## config.mk

```make
export PLATFORM = sky130hd
export DESIGN_NAME = vga_timing_gen_flat
export DESIGN_NICKNAME = d
export VERILOG_FILES = /design/src/rtl/vga_timing_gen_pkg.sv /design/src/rtl/vga_timing_gen_if.sv /design/src/rtl/vga_timing_gen_sync_delay_line.sv /design/src/rtl/vga_timing_gen.sv /design/src/flat_wrapper.sv
export SDC_FILE = /design/constraint.sdc
export NUM_CORES = 1
export LEC_CHECK = 0
export BUFFER_PORTS_ARGS = -buffer_cell sky130_fd_sc_hd__buf_2
export CAP_MARGIN = 20
export CELL_PAD_IN_SITES_DETAIL_PLACEMENT = 1
export CELL_PAD_IN_SITES_GLOBAL_PLACEMENT = 1
export CORE_MARGIN = 2
export CORE_UTILIZATION = 35
export CTS_BUF_LIST = sky130_fd_sc_hd__clkbuf_16
export CTS_CLUSTER_DIAMETER = 120
export DETAILED_ROUTE_END_ITERATION = 8
export PLACE_DENSITY = 0.77
export SYNTH_ARGS = -nofsm -noshare
export SYNTH_HDL_FRONTEND = slang
export SYNTH_SLANG_ARGS = --single-unit
```

## constraint.sdc

```tcl
create_clock -name vga_clk -period 6.1 [get_ports vga_clk]
set_input_delay 0.61 -clock vga_clk [delete_from_list [all_inputs] [get_ports vga_clk]]
set_output_delay 0.61 -clock vga_clk [all_outputs]
set_load 0.05 [all_outputs]
```

## src/rtl/vga_timing_gen_pkg.sv

```systemverilog
// Shared timing constants, coordinate type and sync-bit layout for the
// 640x480@60 pixel timing generator and the mappers that consume it.
package vga_timing_pkg;

  // Default 640x480@60 timing, in pixels (horizontal) and lines (vertical).
  localparam int H_ACTIVE_DEF = 640;
  localparam int H_FP_DEF     = 16;
  localparam int H_SYNC_DEF   = 96;
  localparam int H_BP_DEF     = 48;
  localparam int V_ACTIVE_DEF = 480;
  localparam int V_FP_DEF     = 10;
  localparam int V_SYNC_DEF   = 2;
  localparam int V_BP_DEF     = 33;

  localparam int H_TOTAL_DEF = H_ACTIVE_DEF + H_FP_DEF + H_SYNC_DEF + H_BP_DEF;
  localparam int V_TOTAL_DEF = V_ACTIVE_DEF + V_FP_DEF + V_SYNC_DEF + V_BP_DEF;

  // Sync pulses occupy [START, END) of the respective counter.
  localparam int H_SYNC_START_DEF = H_ACTIVE_DEF + H_FP_DEF;
  localparam int H_SYNC_END_DEF   = H_SYNC_START_DEF + H_SYNC_DEF;
  localparam int V_SYNC_START_DEF = V_ACTIVE_DEF + V_FP_DEF;
  localparam int V_SYNC_END_DEF   = V_SYNC_START_DEF + V_SYNC_DEF;

  // Scan coordinates are 10 bits, so totals above 1024 cannot be represented.
  localparam int COORD_W   = 10;
  localparam int COORD_MAX = 1 << COORD_W;

  typedef logic [COORD_W-1:0] coord_t;

  // Bit layout carried through the sync delay line.
  typedef struct packed {
    logic hs;
    logic vs;
    logic blank;
  } sync_bits_t;

  // Idle value: both syncs inactive (high), nothing visible.
  localparam sync_bits_t SYNC_IDLE = '{hs: 1'b1, vs: 1'b1, blank: 1'b0};

  // True when lo <= v < hi; compared as int so hi may equal COORD_MAX.
  function automatic logic in_window(input coord_t v, input int lo, input int hi);
    return (int'(v) >= lo) && (int'(v) < hi);
  endfunction

endpackage

```

## src/rtl/vga_timing_gen_if.sv

```systemverilog
// Scan-position / sync bundle driven by the timing generator and read by
// the background and sprite mappers and the DAC/HDMI encoder.
interface vga_timing_gen_if;
  import vga_timing_pkg::*;

  coord_t      DrawX;
  coord_t      DrawY;
  logic        blank;
  logic        hs;
  logic        vs;
  logic        hs_d;
  logic        vs_d;
  logic        blank_d;
  logic        line_start;
  logic        frame_start;
  logic [15:0] frame_cnt;

  modport master (
    output DrawX, DrawY, blank, hs, vs, hs_d, vs_d, blank_d,
           line_start, frame_start, frame_cnt
  );

  modport slave (
    input  DrawX, DrawY, blank, hs, vs, hs_d, vs_d, blank_d,
           line_start, frame_start, frame_cnt
  );

endinterface

```

## src/rtl/vga_timing_gen_sync_delay_line.sv

```systemverilog
// Fixed-depth shift register with synchronous reset to RST_VAL.
// DEPTH=0 degenerates to a wire so downstream taps need no special case.
module sync_delay_line #(
  parameter int               WIDTH   = 3,
  parameter int               DEPTH   = 2,
  parameter logic [WIDTH-1:0] RST_VAL = '0
) (
  input  logic             vga_clk,
  input  logic             reset,
  input  logic [WIDTH-1:0] din,
  output logic [WIDTH-1:0] dout
);

  if (DEPTH == 0) begin : g_pass
    // Clock and reset are intentionally unused when there is no storage.
    logic unused_clk_rst;
    assign unused_clk_rst = vga_clk ^ reset;
    assign dout = din;
  end else begin : g_shift
    logic [WIDTH-1:0] stage [DEPTH];

    // Shift one stage per pixel; reset flushes every stage to the idle value.
    always_ff @(posedge vga_clk) begin
      if (reset) begin
        for (int i = 0; i < DEPTH; i++) begin
          stage[i] <= RST_VAL;
        end
      end else begin
        stage[0] <= din;
        for (int i = 1; i < DEPTH; i++) begin
          stage[i] <= stage[i-1];
        end
      end
    end

    assign dout = stage[DEPTH-1];
  end

endmodule

```

## src/rtl/vga_timing_gen.sv

```systemverilog
// Free-running VGA pixel timing generator. Counters park on the last pixel
// of the frame during reset so the first released cycle is (0,0). All
// decodes are taken from the next-count values and registered, so they are
// aligned with DrawX/DrawY with no extra latency.
module vga_timing_gen
  import vga_timing_pkg::*;
#(
  parameter int H_ACTIVE = H_ACTIVE_DEF,
  parameter int H_FP     = H_FP_DEF,
  parameter int H_SYNC   = H_SYNC_DEF,
  parameter int H_BP     = H_BP_DEF,
  parameter int V_ACTIVE = V_ACTIVE_DEF,
  parameter int V_FP     = V_FP_DEF,
  parameter int V_SYNC   = V_SYNC_DEF,
  parameter int V_BP     = V_BP_DEF,
  parameter int PIPE_DLY = 2
) (
  input  logic              vga_clk,
  input  logic              reset,
  vga_timing_gen_if.master  vid
);

  localparam int H_TOTAL      = H_ACTIVE + H_FP + H_SYNC + H_BP;
  localparam int V_TOTAL      = V_ACTIVE + V_FP + V_SYNC + V_BP;
  localparam int H_SYNC_START = H_ACTIVE + H_FP;
  localparam int H_SYNC_END   = H_SYNC_START + H_SYNC;
  localparam int V_SYNC_START = V_ACTIVE + V_FP;
  localparam int V_SYNC_END   = V_SYNC_START + V_SYNC;

  localparam coord_t H_LAST = coord_t'(H_TOTAL - 1);
  localparam coord_t V_LAST = coord_t'(V_TOTAL - 1);

  if (H_TOTAL > COORD_MAX) begin : g_h_total_chk
    $error("vga_timing_gen: H_TOTAL exceeds 1024");
  end
  if (V_TOTAL > COORD_MAX) begin : g_v_total_chk
    $error("vga_timing_gen: V_TOTAL exceeds 1024");
  end
  if ((PIPE_DLY < 0) || (PIPE_DLY > 7)) begin : g_dly_chk
    $error("vga_timing_gen: PIPE_DLY must be 0..7");
  end

  coord_t      x_cnt;
  coord_t      y_cnt;
  logic        blank_reg;
  logic        hs_reg;
  logic        vs_reg;
  logic        line_start_reg;
  logic        frame_start_reg;
  logic [15:0] frame_count;

  coord_t      next_x;
  coord_t      next_y;
  logic        next_blank;
  logic        next_hs;
  logic        next_vs;
  logic        next_line_start;
  logic        next_frame_start;

  sync_bits_t  sync_now;
  sync_bits_t  sync_late;

  // Next scan position: X wraps every line, Y advances and wraps on X wrap.
  always_comb begin
    next_x = x_cnt;
    next_y = y_cnt;
    if (x_cnt == H_LAST) begin
      next_x = '0;
      if (y_cnt == V_LAST) begin
        next_y = '0;
      end else begin
        next_y = y_cnt + 10'd1;
      end
    end else begin
      next_x = x_cnt + 10'd1;
      next_y = y_cnt;
    end
  end

  // Decode visibility, syncs and strobes for the position about to be loaded.
  always_comb begin
    next_blank       = in_window(next_x, 0, H_ACTIVE) && in_window(next_y, 0, V_ACTIVE);
    next_hs          = !in_window(next_x, H_SYNC_START, H_SYNC_END);
    next_vs          = !in_window(next_y, V_SYNC_START, V_SYNC_END);
    next_line_start  = (next_x == 10'd0);
    next_frame_start = (next_x == 10'd0) && (next_y == 10'd0);
  end

  // Scan counters, registered decodes and the frame counter.
  always_ff @(posedge vga_clk) begin
    if (reset) begin
      x_cnt           <= H_LAST;
      y_cnt           <= V_LAST;
      blank_reg       <= 1'b0;
      hs_reg          <= 1'b1;
      vs_reg          <= 1'b1;
      line_start_reg  <= 1'b0;
      frame_start_reg <= 1'b0;
      frame_count     <= 16'd0;
    end else begin
      x_cnt           <= next_x;
      y_cnt           <= next_y;
      blank_reg       <= next_blank;
      hs_reg          <= next_hs;
      vs_reg          <= next_vs;
      line_start_reg  <= next_line_start;
      frame_start_reg <= next_frame_start;
      if (next_frame_start) begin
        frame_count <= frame_count + 16'd1;
      end else begin
        frame_count <= frame_count;
      end
    end
  end

  assign sync_now = '{hs: hs_reg, vs: vs_reg, blank: blank_reg};

  sync_delay_line #(
    .WIDTH   (3),
    .DEPTH   (PIPE_DLY),
    .RST_VAL (SYNC_IDLE)
  ) u_sync_dly (
    .vga_clk (vga_clk),
    .reset   (reset),
    .din     (sync_now),
    .dout    (sync_late)
  );

  assign vid.DrawX       = x_cnt;
  assign vid.DrawY       = y_cnt;
  assign vid.blank       = blank_reg;
  assign vid.hs          = hs_reg;
  assign vid.vs          = vs_reg;
  assign vid.line_start  = line_start_reg;
  assign vid.frame_start = frame_start_reg;
  assign vid.frame_cnt   = frame_count;
  assign vid.hs_d        = sync_late.hs;
  assign vid.vs_d        = sync_late.vs;
  assign vid.blank_d     = sync_late.blank;

endmodule

```

## src/flat_wrapper.sv

```systemverilog
// flat-port wrapper written by rule: the top's interface ports become plain ports
module vga_timing_gen_flat import vga_timing_pkg::*;
#(
  parameter int H_ACTIVE = H_ACTIVE_DEF,
  parameter int H_FP     = H_FP_DEF,
  parameter int H_SYNC   = H_SYNC_DEF,
  parameter int H_BP     = H_BP_DEF,
  parameter int V_ACTIVE = V_ACTIVE_DEF,
  parameter int V_FP     = V_FP_DEF,
  parameter int V_SYNC   = V_SYNC_DEF,
  parameter int V_BP     = V_BP_DEF,
  parameter int PIPE_DLY = 2
)
  (vga_clk, reset, vid_DrawX, vid_DrawY, vid_blank, vid_hs, vid_vs, vid_hs_d, vid_vs_d, vid_blank_d, vid_line_start, vid_frame_start, vid_frame_cnt);
  vga_timing_gen_if vid_i ();
  input  logic vga_clk;
  input  logic reset;
  output wire logic [$bits(vid_i.DrawX)-1:0] vid_DrawX;
  output wire logic [$bits(vid_i.DrawY)-1:0] vid_DrawY;
  output wire logic [$bits(vid_i.blank)-1:0] vid_blank;
  output wire logic [$bits(vid_i.hs)-1:0] vid_hs;
  output wire logic [$bits(vid_i.vs)-1:0] vid_vs;
  output wire logic [$bits(vid_i.hs_d)-1:0] vid_hs_d;
  output wire logic [$bits(vid_i.vs_d)-1:0] vid_vs_d;
  output wire logic [$bits(vid_i.blank_d)-1:0] vid_blank_d;
  output wire logic [$bits(vid_i.line_start)-1:0] vid_line_start;
  output wire logic [$bits(vid_i.frame_start)-1:0] vid_frame_start;
  output wire logic [$bits(vid_i.frame_cnt)-1:0] vid_frame_cnt;
  assign vid_DrawX = vid_i.DrawX;
  assign vid_DrawY = vid_i.DrawY;
  assign vid_blank = vid_i.blank;
  assign vid_hs = vid_i.hs;
  assign vid_vs = vid_i.vs;
  assign vid_hs_d = vid_i.hs_d;
  assign vid_vs_d = vid_i.vs_d;
  assign vid_blank_d = vid_i.blank_d;
  assign vid_line_start = vid_i.line_start;
  assign vid_frame_start = vid_i.frame_start;
  assign vid_frame_cnt = vid_i.frame_cnt;
  vga_timing_gen #(.H_ACTIVE(H_ACTIVE), .H_FP(H_FP), .H_SYNC(H_SYNC), .H_BP(H_BP), .V_ACTIVE(V_ACTIVE), .V_FP(V_FP), .V_SYNC(V_SYNC), .V_BP(V_BP), .PIPE_DLY(PIPE_DLY)) u_core (.vga_clk(vga_clk), .reset(reset), .vid(vid_i));
endmodule
```

==> results.py, run 1 <==
metrics = {
    "global_routing": {
        "grt_pass1_vias": 2209,
        "grt_pass1_wl_um": 11000,
        "track_usage_pct": 17.8,
        "grt_max_degree": 38,
        "antenna_found_initial": 0,
        "grt_overflow": 0,
    },
    "yosys": {
        "synth-simple-area-share_pct": 31.0,
        "ys_ff_latch": 47,
        "synth_fp_nets": 304,
        "synth_seq_area_share_pct": 37.8,
        "synth_top_area_share_pct": 37.8,
        "syn_inst": 297,
        "synth_area_leader_cell": "dfxtp_1",
        "netlist_area_um2": 2490,
        "synth_fa_ha_area_share_pct": 2.52,
        "synthMuxAreaShare_pct": 0.856,
        "synth_top_cells_by_area": "dfxtp_1, or4_1, a21oi_1",
        "synth_ff_type": "dfxtp_1",
        "synth.distinct_cells": 54,
        "netlist_top_cells_count": "dfxtp_1, nor2_1, a21oi_1, nand2_1, nand3_1",
        "syn_area_per_cell_um2": 8.37,
        "async_flop_share_pct": 0,
        "yosysWarnings": 0,
        "synth.most_common_cell": "dfxtp_1",
        "synth-xor-area-share_pct": 2.82,
        "synth_compound_area_share_pct": 19.3,
        "synth_top_family_by_area": "simple AND/OR/NAND/NOR gates",
        "synth_edf_count": 0,
    },
    "clocking": {
        "max-clock-path-buffers": 2,
        "numCtsBuffers": 5,
        "cts-resized-gates": 0,
        "ctsHoldBuffers": 0,
        "clock_sinks": 47,
        "clk_pin_slew_ns": 0.06,
        "insertion_delay_ns": 0.28,
        "htree_levels": 2,
        "post-cts-setup-buffers": 0,
        "root_buffer": "clkbuf_16",
        "cts_tree": "yes",
    },
    "floorplanning": {
        "core_area_um2": 6830,
        "initial_utilization_pct": 36.4,
        "io_pins": 46,
        "die_area_um2": 7790,
        "fp.dieH_um": 88.3,
        "die_x_um": 88.3,
        "fp-row-count": 30,
    },
    "layout": {
        "largest_reg_flops": 16,
        "fin_cells": 425,
        "areaGrowthSynthToFinish_pct": 17.6,
        "insertedDiodeCount": 0,
        "finalInstanceArea_um2": 2920,
        "layout-drive-gt1-share_pct": 19.8,
        "final_nets": 335,
        "post-route-util_pct": 42.8,
        "nFillCells": 852,
    },
    "placement": {
        "post-place-ws_ns": 2.48,
        "dp_cells": 417,
        "portBuffers": 45,
        "dp.final_hpwl_um": 4850,
        "place_congestion": 0.881,
        "place_area_um2": 2740,
    },
    "critical_path": {
        "cp_data_required_time_ns": 6.31,
        "path_class": "flop to flop",
        "endpoint_kind": "flop",
        "worstSetupStartpointType": "flop",
        "path_max_fanout": 25,
        "worstPathArrival_ns": 3.86,
    },
    "route": {
        "routedWlPerCell_um": 16.0,
        "drt_iter0_drc": 97,
        "via_count": 2387,
        "routed_via_density": 5.62,
        "drc": 0,
        "wl_um": 6780,
        "drtAntennaViolNets": 0,
        "dr.pass1.iters": 4,
    },
    "timing": {
        "setup_viol": 0,
        "finalHoldViolCount": 0,
        "slew_headroom_pct": 51.5,
        "fin_skew_ns": 0.00467,
        "rsz0062_at_grt": "false",
        "finalCritPeriodShare_pct": 59.8,
        "holdWs_ns": 0.411,
        "slew_violations": 0,
        "tightest_slew_ns": 0.727,
        "worst_slack_ns": 2.45,
        "period_needed_ns": 3.65,
        "clock.fmax_ghz": 0.274,
        "setup_tns_ns": 0,
    },
    "outcome": {
        "status": "finished clean",
    },
    "power": {
        "p_leak_nw": 1.18,
        "p_per_area_nw_per_um2": 438,
        "fin_total_pwr_mw": 1.28,
        "vdd_drop_max_mv": 0.179,
    },
    "worst_hold_path": {
        "hp-class": "flop to flop",
    },
    "job": {
        "cap_violations": 0,
    },
}
[cell families after synthesis]
kind of cell | after synthesis
fa+ha+maj | 5
flops | 47
simple gates | 132
xor+xnor | 8
compound gates | 71
mux | 2
buf+inv | 32
[final cells by class]
cell class / instances / area [µm²] / share of cell area [%]
sequential: 47 / 941 / 32.2
tap: 96 / 120 / 4.11
timing repair buffer: 46 / 233 / 7.96
inverter: 10 / 37.5 / 1.28
multi-input combinational: 218 / 1400 / 48.0
clock inverter: 3 / 63.8 / 2.18
clock buffer: 5 / 125 / 4.28
[power breakdown]
group / total, mW / switching, mW / leakage (nW) / internal [mW]
clock: 0.346 / 0.113 / 0.0952 / 0.233
combinational: 0.515 / 0.358 / 0.700 / 0.157
sequential: 0.418 / 0.0749 / 0.381 / 0.343
[placed cells by master (no fill, tap or decap), drive strengths merged, types with 4 or more instances in the layout]
master | netlist | layout
dfxtp | 47 | 47
buf | 8 | 46
nor2 | 22 | 22
nand2 | 20 | 20
a21oi | 20 | 20
nand3 | 15 | 15
or4 | 14 | 14
o31ai | 12 | 12
inv | 10 | 11
o21ai | 10 | 10
and4 | 9 | 9
and3 | 8 | 8
nand4 | 8 | 8
a31oi | 6 | 6
nor3 | 6 | 6
or2 | 6 | 6
ha | 5 | 5
clkbuf | 14 | 5
and2 | 5 | 5
nor4 | 5 | 5
a311oi | 4 | 4
xnor2 | 4 | 4
xor2 | 4 | 4
nor2b | 4 | 4
[worst max-delay path, cell delays in order, from the launching register on]
cell and delay (ns):
dfxtp_1 0.43, ha_1 0.30, nand4_2 0.18, or4_1 0.71, o211ai_2 0.14, nand4b_2 0.14
or4b_1 0.91, or4_1 0.61, a21oi_1 0.15
[layer usage]
| metal | wire length (µm) | vias to the layer above | share of wire [%] | track usage [%] |
|---|---|---|---|---|
| met3 | 211 | 5 | 3.1 | 2.33 |
| met4 | 58 | 0 | 0.86 | 4.55 |
| met5 | 0 | - | 0 | 0 |
| met1 | 3250 | 1170 | 48 | 24.8 |
| met2 | 3260 | 38 | 48 | 29.1 |
| li1 | - | 1174 | - | - |
[final timing paths]
check | startpoint | endpoint | slack, ns | cells past startpoint
worst max-delay path | u_core.vid.DrawX[0] | u_core.vid.frame_cnt[4] | 2.45 | 8
worst min-delay path | u_core.u_sync_dly.g_shift.stage[0][2] | u_core.u_sync_dly.g_shift.stage[0][5] | 0.41 | 1
worst max register to register | u_core.vid.DrawX[0] | u_core.vid.frame_cnt[4] | 2.45 | 8
worst min register to register | u_core.u_sync_dly.g_shift.stage[0][2] | u_core.u_sync_dly.g_shift.stage[0][5] | 0.41 | 1
Power figures use the tool's default switching activity.
==> inputs of run 2 (changes only) <==
clock period = 3.7 ns   (was 6.1 ns; I/O delays follow)
==> run 2 against run 1 <==
- setup slack got worse by 2.2 ns
- final cell count rose by 0.71%
- critical path depth rose by 1
- combinational power rose by 73%
- cell area rose by 0.77%
- clock-buffer cell count did not move
- global-route usage rose by 0.29 points
- hold slack got worse by 0.0011 ns
- critical path type unchanged
- largest power group unchanged
- highest routed layer unchanged
==> results.py, run 2 (same netlist as run 1, synthesis figures left out) <==
metrics = {
    "timing": {
        "fin_skew_ns": 0.00846,
        "clock.fmax_ghz": 0.290,
        "finalHoldViolCount": 0,
        "slew_violations": 0,
        "slew_headroom_pct": 53.9,
        "finalCritPeriodShare_pct": 93.2,
        "tightest_slew_ns": 0.691,
        "rsz0062_at_grt": "false",
        "setup_tns_ns": 0,
        "setup_viol": 0,
        "holdWs_ns": 0.410,
        "period_needed_ns": 3.45,
        "worst_slack_ns": 0.252,
    },
    "critical_path": {
        "reg2reg_slack_ns": 0.25,
        "crit_family": "simple AND/OR/NAND/NOR gates",
        "cp.depth": 9,
        "path_class": "flop to flop",
        "path_max_fanout": 25,
        "r2r-end": "u_core.vid.frame_cnt[9]",
        "rr_worst_depth": 9,
        "critPathCapture": "u_core.vid.frame_cnt[9]",
        "cpMaxStageDelayCell": "or4_1",
        "endpoint_kind": "flop",
        "crit_top_cell": "or4_1",
        "critical-path-max-stage-delay_ns": 0.72,
        "worstPathArrival_ns": 3.67,
        "path_cells": "ha_1 > nand4_2 > or4_1 > o211ai_2 > nand4b_2 > or4b_1 > buf_4 > or4_1 > a21oi_1",
        "crit_start": "u_core.vid.DrawX[0]",
        "worst-path-buf-inv": 1,
        "reg2reg_from": "u_core.vid.DrawX[0]",
        "cp_data_required_time_ns": 3.92,
        "worstSetupStartpointType": "flop",
    },
    "placement": {
        "dp.final_hpwl_um": 4750,
        "post-place-ws_ns": 0.300,
        "dp_cells": 420,
        "place_congestion": 0.864,
        "portBuffers": 45,
    },
    "clocking": {
        "htree_levels": 2,
        "numCtsBuffers": 5,
        "clk_pin_slew_ns": 0.07,
        "insertion_delay_ns": 0.29,
        "cts_tree": "yes",
        "root_buffer": "clkbuf_16",
        "post-cts-setup-buffers": 0,
        "cts-resized-gates": 0,
        "ctsHoldBuffers": 0,
        "max-clock-path-buffers": 2,
        "clock_sinks": 47,
    },
    "global_routing": {
        "antenna_found_initial": 0,
        "track_usage_pct": 18.0,
        "grt_pass1_vias": 2247,
        "grt_pass1_wl_um": 11100,
        "grt_max_degree": 38,
        "grt_overflow": 0,
    },
    "worst_hold_path": {
        "hold_depth": 1,
        "min_from": "u_core.u_sync_dly.g_shift.stage[0][2]",
        "hp-class": "flop to flop",
    },
    "route": {
        "routed_via_density": 5.57,
        "drtAntennaViolNets": 0,
        "drt_iter0_drc": 142,
        "routedWlPerCell_um": 15.8,
        "via_count": 2385,
        "wl_um": 6760,
        "drc": 0,
        "dr.pass1.iters": 6,
    },
    "layout": {
        "final_nets": 338,
        "fin_cells": 428,
        "layout_common_cells": "dfxtp_1, buf_2, nor2_1",
        "layout-drive-gt1-share_pct": 20.5,
        "largest_reg_flops": 16,
        "areaGrowthSynthToFinish_pct": 18.5,
        "layout_commonest_cell": "dfxtp_1",
        "nFillCells": 837,
        "insertedDiodeCount": 0,
        "post-route-util_pct": 43.1,
    },
    "outcome": {
        "status": "finished clean",
    },
    "floorplanning": {
        "fp-row-count": 30,
        "io_pins": 46,
        "die_x_um": 88.3,
        "core_area_um2": 6830,
        "fp.dieH_um": 88.3,
        "initial_utilization_pct": 36.4,
        "die_area_um2": 7790,
    },
    "power": {
        "p_per_area_nw_per_um2": 732,
        "p_leak_nw": 1.19,
        "vdd_drop_max_mv": 0.342,
    },
    "job": {
        "cap_violations": 0,
    },
}
run 2: cell count changes in the layout (fill, tap and decap cells not counted):
| cell | change |
|---|---|
| buf_4 | +3 |
run 2: power breakdown:
group / total, mW / internal (mW) / switching [mW]
registers: 0.689 / 0.565 / 0.123
logic: 0.891 / 0.289 / 0.603
clock network: 0.576 / 0.385 / 0.191
run 2: worst reg2reg max path: stages, from the launching register on:
cell and delay (ns):
dfxtp_1 0.43, ha_1 0.32, nand4_2 0.20, or4_1 0.72, o211ai_2 0.14, nand4b_2 0.14
or4b_1 0.54, buf_4 0.22, or4_1 0.53, a21oi_1 0.15
run 2: worst min path at each step:
stage / endpoint / slack [ns]
after floorplan: u_core.u_sync_dly.g_shift.stage[0][4] / 0.39
after global placement: u_core.u_sync_dly.g_shift.stage[0][4] / 0.39
after detailed placement: u_core.u_sync_dly.g_shift.stage[0][5] / 0.40
after CTS: u_core.u_sync_dly.g_shift.stage[0][5] / 0.41
after global routing: u_core.u_sync_dly.g_shift.stage[0][4] / 0.43
final: u_core.u_sync_dly.g_shift.stage[0][5] / 0.41
run 2: stage by stage:
step / total power [mW] / instance area [µm²]
after floorplan: 1.36 / 2490
after global placement: 1.56 / 2760
after detailed placement: 1.58 / 2760
after CTS: 2.17 / 2950
after global routing: 2.27 / 2950
final: 2.16 / 2950
run 2: per-layer routing:
metal | vias to the layer above | track usage, % | part of all wire [%]
met3 | 6 | 3.45 | 4.9
met2 | 69 | 28.6 | 47
met1 | 1132 | 24.5 | 47
met4 | 0 | 6.61 | 1.4
li1 | 1178 | - | -
met5 | - | 0 | 0
run 2: cell type report:
class	instances	area (µm²)	share of cell area, %
Tap cell	96	120	4.08
Timing Repair Buffer	49	255	8.66
Multi-Input combinational cell	218	1400	47.6
Clock inverter	3	63.8	2.17
Sequential cell	47	941	31.9
Inverter	10	37.5	1.27
Clock buffer	5	125	4.25
